## config.mk

```make
export PLATFORM = sky130hd
export DESIGN_NAME = obj_loader
export DESIGN_NICKNAME = d
export VERILOG_FILES = /design/src/rtl/subsurf_pkg.sv /design/src/rtl/obj_loader.sv
export SDC_FILE = /design/constraint.sdc
export NUM_CORES = 1
export LEC_CHECK = 0
export CORE_MARGIN = 2
export CORE_UTILIZATION = 65
export DETAILED_ROUTE_END_ITERATION = 8
export DONT_BUFFER_PORTS = 1
export PLACE_DENSITY = 0.81
export RECOVER_POWER = 100
export SETUP_SLACK_MARGIN = 0.2
export SYNTH_ARGS = -nofsm -noshare
export SYNTH_HDL_FRONTEND = slang
export SYNTH_SLANG_ARGS = --single-unit
```

## constraint.sdc

```tcl
create_clock -name clk -period 7.88 [get_ports clk]
set_input_delay 0.788 -clock clk [delete_from_list [all_inputs] [get_ports clk]]
set_output_delay 0.788 -clock clk [all_outputs]
set_load 0.05 [all_outputs]
```

## src/rtl/subsurf_pkg.sv

```systemverilog
// -----------------------------------------------------------------------------
// subsurf_pkg
//   Definitions shared by the subdivision-surface blocks.
//   - LOADER_ADDR_WIDTH : default OBJ RAM word-address width
//   - RAM_WORDS         : OBJ RAM depth in 32-bit words
//   - loader_state_e    : obj_loader FSM state encoding
// -----------------------------------------------------------------------------
package subsurf_pkg;

   localparam int LOADER_ADDR_WIDTH = 9;
   localparam int RAM_WORDS         = 512;

   typedef enum logic [2:0] {
      IDLE = 3'd0,
      LOAD = 3'd1,
      KICK = 3'd2,
      WAIT = 3'd3,
      ERR  = 3'd4
   } loader_state_e;

endpackage : subsurf_pkg

```

## src/rtl/obj_loader.sv

```systemverilog
// -----------------------------------------------------------------------------
// obj_loader
//   Accepts a mesh as a stream of 32-bit words, writes it into the OBJ RAM
//   from address 0 upward, then starts the subdivision top and waits for it
//   to finish.
//
//   Ports
//     clk, rst            : clock, synchronous active-high reset
//     s_valid/s_data/
//     s_last/s_ready      : upstream word stream; a word moves on a cycle where
//                           s_valid and s_ready are both 1 (s_ready never
//                           depends on s_valid; s_data/s_last are ignored
//                           while s_ready is 0)
//     en/a/we/di          : registered OBJ RAM write port (idle = all zero)
//     sub_start/sub_busy  : start request / busy status of the subdivision top
//     busy/done/error     : loader status; done is a one-cycle pulse, error is
//                           sticky until rst
//     words_loaded        : words accepted for the current / last mesh
//     state_o             : FSM state, for debug observation
// -----------------------------------------------------------------------------
module obj_loader
   import subsurf_pkg::*;
#(
   parameter int ADDR_WIDTH = LOADER_ADDR_WIDTH,
   parameter int MIN_WORDS  = 2
) (
   input  logic                  clk,
   input  logic                  rst,
   input  logic                  s_valid,
   input  logic [31:0]           s_data,
   input  logic                  s_last,
   output logic                  s_ready,
   output logic                  en,
   output logic [ADDR_WIDTH-1:0] a,
   output logic [3:0]            we,
   output logic [31:0]           di,
   output logic                  sub_start,
   input  logic                  sub_busy,
   output logic                  busy,
   output logic                  done,
   output logic                  error,
   output logic [ADDR_WIDTH:0]   words_loaded,
   output loader_state_e         state_o
);

   localparam logic [ADDR_WIDTH:0]   MIN_CNT = (ADDR_WIDTH+1)'(MIN_WORDS);
   localparam logic [ADDR_WIDTH:0]   ONE_CNT = (ADDR_WIDTH+1)'(1);
   localparam logic [ADDR_WIDTH-1:0] LAST_A  = '1;

   loader_state_e           state_q, state_d;
   logic [ADDR_WIDTH:0]     words_q, words_d;
   logic                    en_q, en_d;
   logic [ADDR_WIDTH-1:0]   a_q, a_d;
   logic [3:0]              we_q, we_d;
   logic [31:0]             di_q, di_d;
   logic                    sub_start_q, sub_start_d;
   logic                    busy_q, busy_d;
   logic                    done_q, done_d;
   logic                    error_q, error_d;

   logic                    hs;
   logic [ADDR_WIDTH:0]     base;
   logic [ADDR_WIDTH:0]     cnt_inc;

   assign s_ready = (state_q == IDLE) || (state_q == LOAD);
   assign hs      = s_valid && s_ready;

   // The first word of a mesh always lands at address 0, which also restarts
   // the count without a separate clear cycle.
   assign base    = (state_q == IDLE) ? '0 : words_q;
   assign cnt_inc = base + ONE_CNT;

   always_comb begin
      state_d     = state_q;
      words_d     = words_q;
      en_d        = 1'b0;
      a_d         = '0;
      we_d        = 4'h0;
      di_d        = '0;
      sub_start_d = 1'b0;
      busy_d      = busy_q;
      done_d      = 1'b0;
      error_d     = error_q;

      case (state_q)
         IDLE, LOAD: begin
            if (hs) begin
               en_d    = 1'b1;
               we_d    = 4'hF;
               a_d     = base[ADDR_WIDTH-1:0];
               di_d    = s_data;
               words_d = cnt_inc;
               busy_d  = 1'b1;
               if (s_last) begin
                  if (cnt_inc >= MIN_CNT) begin
                     state_d = KICK;
                  end else begin
                     state_d = ERR;
                     error_d = 1'b1;
                     busy_d  = 1'b0;
                  end
               end else if (base[ADDR_WIDTH-1:0] == LAST_A) begin
                  // RAM is full and the mesh has not ended: keep the word,
                  // never wrap the address.
                  state_d = ERR;
                  error_d = 1'b1;
                  busy_d  = 1'b0;
               end else begin
                  state_d = LOAD;
               end
            end
         end

         KICK: begin
            // sub_start is registered, so it first rises the cycle after the
            // final write is on the RAM port. Only a busy seen while the
            // request is already visible counts as an acknowledge.
            sub_start_d = 1'b1;
            if (sub_start_q && sub_busy) begin
               sub_start_d = 1'b0;
               state_d     = WAIT;
            end
         end

         WAIT: begin
            if (!sub_busy) begin
               done_d  = 1'b1;
               busy_d  = 1'b0;
               state_d = IDLE;
            end
         end

         ERR: begin
            error_d = 1'b1;
            busy_d  = 1'b0;
         end

         default: begin
            state_d = IDLE;
         end
      endcase
   end

   always_ff @(posedge clk) begin
      if (rst) begin
         state_q     <= IDLE;
         words_q     <= '0;
         en_q        <= 1'b0;
         a_q         <= '0;
         we_q        <= 4'h0;
         di_q        <= '0;
         sub_start_q <= 1'b0;
         busy_q      <= 1'b0;
         done_q      <= 1'b0;
         error_q     <= 1'b0;
      end else begin
         state_q     <= state_d;
         words_q     <= words_d;
         en_q        <= en_d;
         a_q         <= a_d;
         we_q        <= we_d;
         di_q        <= di_d;
         sub_start_q <= sub_start_d;
         busy_q      <= busy_d;
         done_q      <= done_d;
         error_q     <= error_d;
      end
   end

   assign en           = en_q;
   assign a            = a_q;
   assign we           = we_q;
   assign di           = di_q;
   assign sub_start    = sub_start_q;
   assign busy         = busy_q;
   assign done         = done_q;
   assign error        = error_q;
   assign words_loaded = words_q;
   assign state_o      = state_q;

endmodule : obj_loader
```

---- Word level (Yosys, flattened, before mapping) ----
Index checks and enable logic that the tools add are counted.
word-level totals
  register bits ........................... 63
  latch bits .............................. 0
  RAM bits ................................ 0
  ROM bits ................................ 0
  input bits .............................. 37
  word-level logic and storage cells ...... 65
  memories ................................ 0
cells by class
  add/sub/neg operators ................... 1
  multipliers ............................. 0
  div/mod/pow operators ................... 0
  order comparisons ....................... 1
  equality and inequality tests ........... 10
  shift-type cells ........................ 0
  muxes and demuxes ....................... 23
  bitwise gates (word level) .............. 5
  reductions and logical operators ........ 15
operators with widths
  cell                     number
  $mux W3                  6
  $mux W1                  12
  $pmux W3 S4              1
  $add A10 B1 Y10 const B  1
  $ge A10 B2 Y1 const B    1
  $mux W10                 1
  $eq A9 B9 Y1 const B     1
  $reduce_and A4 Y1        2
  $reduce_or A2 Y1         4
  $eq A3 B2 Y1 const B     2
  $ne A2 B2 Y1 const B     3
  $ne A3 B3 Y1 const B     2
  $not A1 Y1               5
  $mux W4                  1
  $eq A3 B1 Y1 const B     1
  $eq A3 B3 Y1 const B     1
  $logic_not A3 Y1         1
  $pmux W1 S3              1
  $reduce_and A3 Y1        1
  $reduce_bool A3 Y1       1
  $reduce_or A3 Y1         1
  $logic_and A1 B1 Y1      2
  $pmux W1 S2              1
  $reduce_and A2 Y1        1
  2 further kinds          2

---- Depth between registers and ports, before layout ----
  depth in word-level cells ............... 8
  depth in mapped cells ................... 14
  depth with buffers taken out ............ 12

---- Worst setup path before layout ----
Ideal clock, no wire load.
  path kind ............................... flip-flop to flip-flop
  start ................................... register state_q[2] (netlist: state_o[2])
  end ..................................... register state_q[1] (netlist: state_o[1])
  library setup time ...................... 117 ps
  arrival time ............................ 2798 ps
  required time ........................... 7763 ps
  path slack .............................. 4964 ps
  stages on the path, launching flop included .. 15
  path through ............................ dfxtp_1 > buf_6 > or3_1 > buf_6 > clkbuf_1 > and2_1 > ha_1 > nand2_1 > nor3_1 > ha_1 > nor2_1 > nand2_1 > a21oi_1 > nand4_2 > a32o_1
on the way
  cells in the longest elaborated chain, start to end .. 8
  elaborated cells between the ends (all ways) .. 20
RTL lines
  what                    RTL line           text
  start, declared         obj_loader.sv:50   loader_state_e state_q, state_d;
  start signal, assigned  obj_loader.sv:157  state_q <= state_d;
  $logic_not A3 Y1        obj_loader.sv:70   assign base = (state_q == IDLE) ? '0 : words_q;
  $mux W10                obj_loader.sv:70
  named net base[0]       obj_loader.sv:62   logic [ADDR_WIDTH:0] base;
  $add A10 B1 Y10         obj_loader.sv:71   assign cnt_inc = base + ONE_CNT;
  named net cnt_inc[8]    obj_loader.sv:63   logic [ADDR_WIDTH:0] cnt_inc;
  $ge A10 B2 Y1           obj_loader.sv:95   if (cnt_inc >= MIN_CNT) begin
  $mux W3                 obj_loader.sv:95
  $mux W3                 obj_loader.sv:94   if (s_last) begin
  $mux W3                 obj_loader.sv:87   if (hs) begin
  $pmux W3 S4             obj_loader.sv:85   case (state_q)
The timed path passes the listed nets, and every way through them passes these cells. The select of a mux whose other input is x is not followed.
A chain may end at the register's enable or synchronous reset.

---- Final worst setup path ----
  start ................................... register state_q[1] (netlist: state_o[1])
  end ..................................... register busy_q (netlist: busy)
on the way
  elaborated cells between the ends (all ways) .. 20
RTL lines
  what                                                     RTL line           text
  $eq A3 B1 Y1 / $logic_not A3 Y1 (equally long branches)  obj_loader.sv:65   assign s_ready = (state_q == IDLE) || (state_q == LOAD);
  $logic_or A1 B1 Y1 *                                     obj_loader.sv:65
  named net s_ready                                        obj_loader.sv:32   output logic s_ready,
  $logic_and A1 B1 Y1 *                                    obj_loader.sv:66   assign hs = s_valid && s_ready;
  $ne A2 B2 Y1 (no line) *                                 n/a
  $reduce_and A3 Y1 (no line) *                            n/a
  end signal, assigned                                     obj_loader.sv:164  busy_q <= busy_d;
  end, declared                                            obj_loader.sv:57   logic busy_q, busy_d;
The timed path passes the listed nets; every way through them passes the cells marked *. The select of a mux whose other input is x is not followed.

==> summary by stage <==
Timing
Setup violations remaining at the end of the flow were counted as 0. The hold violation total from the final report came to 0. For the pin with the worst max-slew slack, the measured transition is 2.309 ns. Static timing analysis puts the maximum clock frequency at 0.2516 GHz. The slack of the critical path is 3.905 ns.

The clock period minus final worst setup slack is 3.975 ns. Adding up every negative setup slack in the final design gives 0 ns. The fraction of the cycle the final worst path needs is 50.44%. The worst pin sits at a relative slew slack of -53.29%. The clock skew is 0.006813 ns. Setup repair after global routing left no endpoint under its margin. The max-slew violation total from the final report is 46.

Global route
The first global-routing pass estimated 6.755 mm of wire. The all-layer global routing usage is 22.69%. The number of global-route vias before repair came to 1,398. Entering global routing, the biggest net connects 45 pins. The total congestion overflow is 0.

The number of antenna violations at the first check in global routing is 0.

Logic synthesis
The post-synthesis xor/xnor area fraction is 1.184%. The adder and majority cell fraction of the synthesized area is 1.691%. The share of async-settable or async-resettable flops after synthesis is 0%. Sequential elements use 53.21% of the synthesized area. In this run, distinct cell masters in the synthesized netlist total 44. The count of synthesis-stage warnings from yosys is 0. In this run, synthesis inferred 0 flip-flops with an integrated enable. Yosys attributes the largest share of cell area to sky130_fd_sc_hd__dfxtp_1 53%, sky130_fd_sc_hd__and2_1 10%, sky130_fd_sc_hd__nand2_1 3.2%. The synthesized netlist devotes 10.48% of its cell area to compound gates. The portion of synthesized cell area occupied by the leading cell type is 53.21%.

Synthesis inferred 59 register bits. The synthesized area per cell is 9.865 um2. After synthesis, the largest family of logic cells by area is simple AND/OR/NAND/NOR gates. Multiplexer cells account for 1.466% of the synthesized area. The mapped netlist covers 2220 um2. The largest area contributor in the synthesized netlist is sky130_fd_sc_hd__dfxtp_1.

Synthesis handed over a netlist of 225 instances. The total nets after synthesis is 265. Among all flip-flop cells after synthesis, the most frequent one is sky130_fd_sc_hd__dfxtp_1. The simple-gate share of the synthesized area is 27.11%.

Floorplanning
The die is 62.44 um wide. The floorplan step set the die height to 62.44 um. The die covers 3898 um2. In this run the standard cell core region covers 3311 um2. The number of core rows is 21. Once the floorplan was initialized, standard cells occupied 67.04% of the core. During I/O placement, the number of pins put on the boundary was 101.

Critical path
The category of the most critical setup path is reg2reg. Setup slack on the worst reg-to-reg path comes out at 3.91 ns. The startpoint type of the worst setup path is a flip-flop. The type of element capturing the critical path is a flip-flop. The data arrival time at the worst-slack endpoint is 4.29 ns. The number of cells on the worst reg-to-reg path is 5. The maximum fanout count along the critical path is 44.

The startpoint identified for the worst register-to-register timing path is state_o[1]. For the worst setup path, the data required time is 8.19 ns. The worst register-to-register path ends at busy.

Clock network
In this run, post-CTS repair resized a total of 0 instances. The tree is rooted in a sky130_fd_sc_hd__clkbuf_4. Clock-pin slew was measured on the worst setup and hold paths at 0.10 ns. The longest clock path from root to sink contains 2 buffers. TritonCTS built the clock tree. CTS saw 59 sinks. After clock tree synthesis, the setup repair step added 0 buffers. TritonCTS created 9 clock buffers.

The H-tree depth reported by CTS is 3. The number of hold-repair buffers added at the cts stage is 0. The clock insertion delay at the later pin of the skew report is 0.38 ns.

Cells and area
Leaving out fill and tap cells, the most frequent cells in the layout are 59 x sky130_fd_sc_hd__dfxtp_1, 21 x sky130_fd_sc_hd__and2_0, 19 x sky130_fd_sc_hd__nand2_1. The final layout contains 261 nets. The library cell used most frequently in the layout, excluding fill and tap cells, is sky130_fd_sc_hd__dfxtp_1. After routing the design area is 2381 um2. The share of cells above drive strength 1 is 11.06%. The area growth from synthesis to final layout is 7.272%.

0 antenna diodes ended up in the layout.

Pwr
The maximum ir drop on the vdd rail is 0.0001700 V. The leakage power of the design is 0.0009505 uW. In this run the power spent charging and discharging nets is 215.5 uW. The power density of the placed cells is 301.9 nW/um2. The internal power contribution is 503.4 uW.

The switching fraction of total power is 29.97%. Sequential cells burn 52.7% of the power. Combinational cells account for 9.0% of the total power.

The clock share of power is 38.3%.

Run status
The checks that failed: capacitance limit, slew limit. The flow ran to the end, but the final reports show violations.

Placement
At the placement stage, the worst setup path has a slack of 4.499 ns. The placed instances occupy a cell area of 2196 um2. The final RePlAce weighted congestion is 0.8591. The port buffer count is 0. Once detailed placement completed, the half-perimeter wirelength came to 3.002 mm.

Routing
In this run the remaining antenna-violating nets after routing total 0. The total number of vias is 1,538. The final routed wire length divided by cell count is 15.43 um. In the routed layout, each cell is associated on average with a via count of 5.654. For this block, the initial DRC count from the detailed router was 74. The total wirelength of the detailed-routed design is 4.198 mm. The total iterations of the first detailed-routing run is 5.

The DRC violation count after routing is 0.

Worst hold path
The worst hold path belongs to the class in2reg. The number of cells on the worst hold path is 1. The endpoint with the worst hold slack is words_loaded[7]. The launch instance of the worst min-delay path is rst.

Run
Max-cap violations in this run came to 2.
[cell usage after synthesis, types with 2 or more instances]
cell and number:
sky130_fd_sc_hd__dfxtp_1 59, sky130_fd_sc_hd__a211oi_1 4, sky130_fd_sc_hd__ha_1 3, sky130_fd_sc_hd__clkbuf_1 8, sky130_fd_sc_hd__nor2b_1 5, sky130_fd_sc_hd__and2_1 36, sky130_fd_sc_hd__nor3_1 5, sky130_fd_sc_hd__a21oi_1 7
sky130_fd_sc_hd__nand2_1 19, sky130_fd_sc_hd__buf_6 2, sky130_fd_sc_hd__and3_1 10, sky130_fd_sc_hd__nand2b_1 2, sky130_fd_sc_hd__xnor2_1 2, sky130_fd_sc_hd__inv_1 4, sky130_fd_sc_hd__nor2_1 15, sky130_fd_sc_hd__a22oi_1 3
sky130_fd_sc_hd__buf_4 4, sky130_fd_sc_hd__o21ai_0 9, sky130_fd_sc_hd__o22ai_1 2, sky130_fd_sc_hd__buf_2 2
[cell families after synthesis]
group | count (synthesis)
AND/OR/NAND/NOR | 104
flip-flops | 59
AO/OA/AOI/OAI | 34
buffers and inverters | 20
XOR/XNOR | 3
adder cells (fa/ha/maj) | 3
multiplexers | 2
[per-layer routing]
metal / GRT usage, % / vias up / routed length, um
met5: 0 / - / 0
met4: 10.83 / 0 / 70
met3: 9.550 / 6 / 362
met2: 37.10 / 75 / 2135
met1: 25.62 / 708 / 1629
li1: - / 749 / -
[critical path, stage by stage, from the launching register on]
cell	delay (ns)
sky130_fd_sc_hd__dfxtp_1	0.62
sky130_fd_sc_hd__nor2_1	0.86
sky130_fd_sc_hd__nand2_1	0.44
sky130_fd_sc_hd__nor2_1	1.47
sky130_fd_sc_hd__o21ai_0	0.27
sky130_fd_sc_hd__a2bb2oi_1	0.24
[state kept, by name (all words and copies together) (netlist names)]
name,cells
di,32
words_loaded,10
a,9
state_o,3
busy,1
done,1
error,1
sub_start,1
we,1
[area by class of cell]
| class | instances | area, um2 |
|---|---|---|
| timing repair buffer | 1 | 3.754 |
| clock buffer | 10 | 81.33 |
| tap | 46 | 57.56 |
| clock inverter | 6 | 111.4 |
| multi-input combinational | 146 | 930.9 |
| sequential | 59 | 1181 |
| inverter | 4 | 15.01 |
| fill | 263 | 929.6 |
[worst max path at each step]
stage / from / to / slack, ns / cells after the start
after global routing: state_o[1] / busy / 3.39 / 5
final: state_o[1] / busy / 3.91 / 5
after floorplan: state_o[2] / state_o[1] / 4.96 / 14
after detailed placement: state_o[1] / busy / 4.50 / 5
after CTS: state_o[1] / busy / 4.47 / 5
after global placement: state_o[1] / busy / 4.65 / 5
[metrics by stage]
step	hold WS [ns]	power (uW)	instances	utilization, %
final	0.4601	718.9	272	71.92
after floorplan	0.7248	445.4	225	-
after detailed placement	0.7853	451.6	256	66.33
after global placement	0.7694	448.6	256	66.33
after global routing	0.4238	749.7	272	71.92
after CTS	0.4474	725.8	272	72.15
[power groups by stage]
stage	clock, uW	combinational (uW)	sequential (uW)
after floorplan	0	65.1	380
after global placement	0	62.8	386
after detailed placement	0	65.3	386
after CTS	281	65.5	379
after global routing	297	71.7	381
final	275	64.6	379
Note: power is estimated with default switching activity, not from simulation.
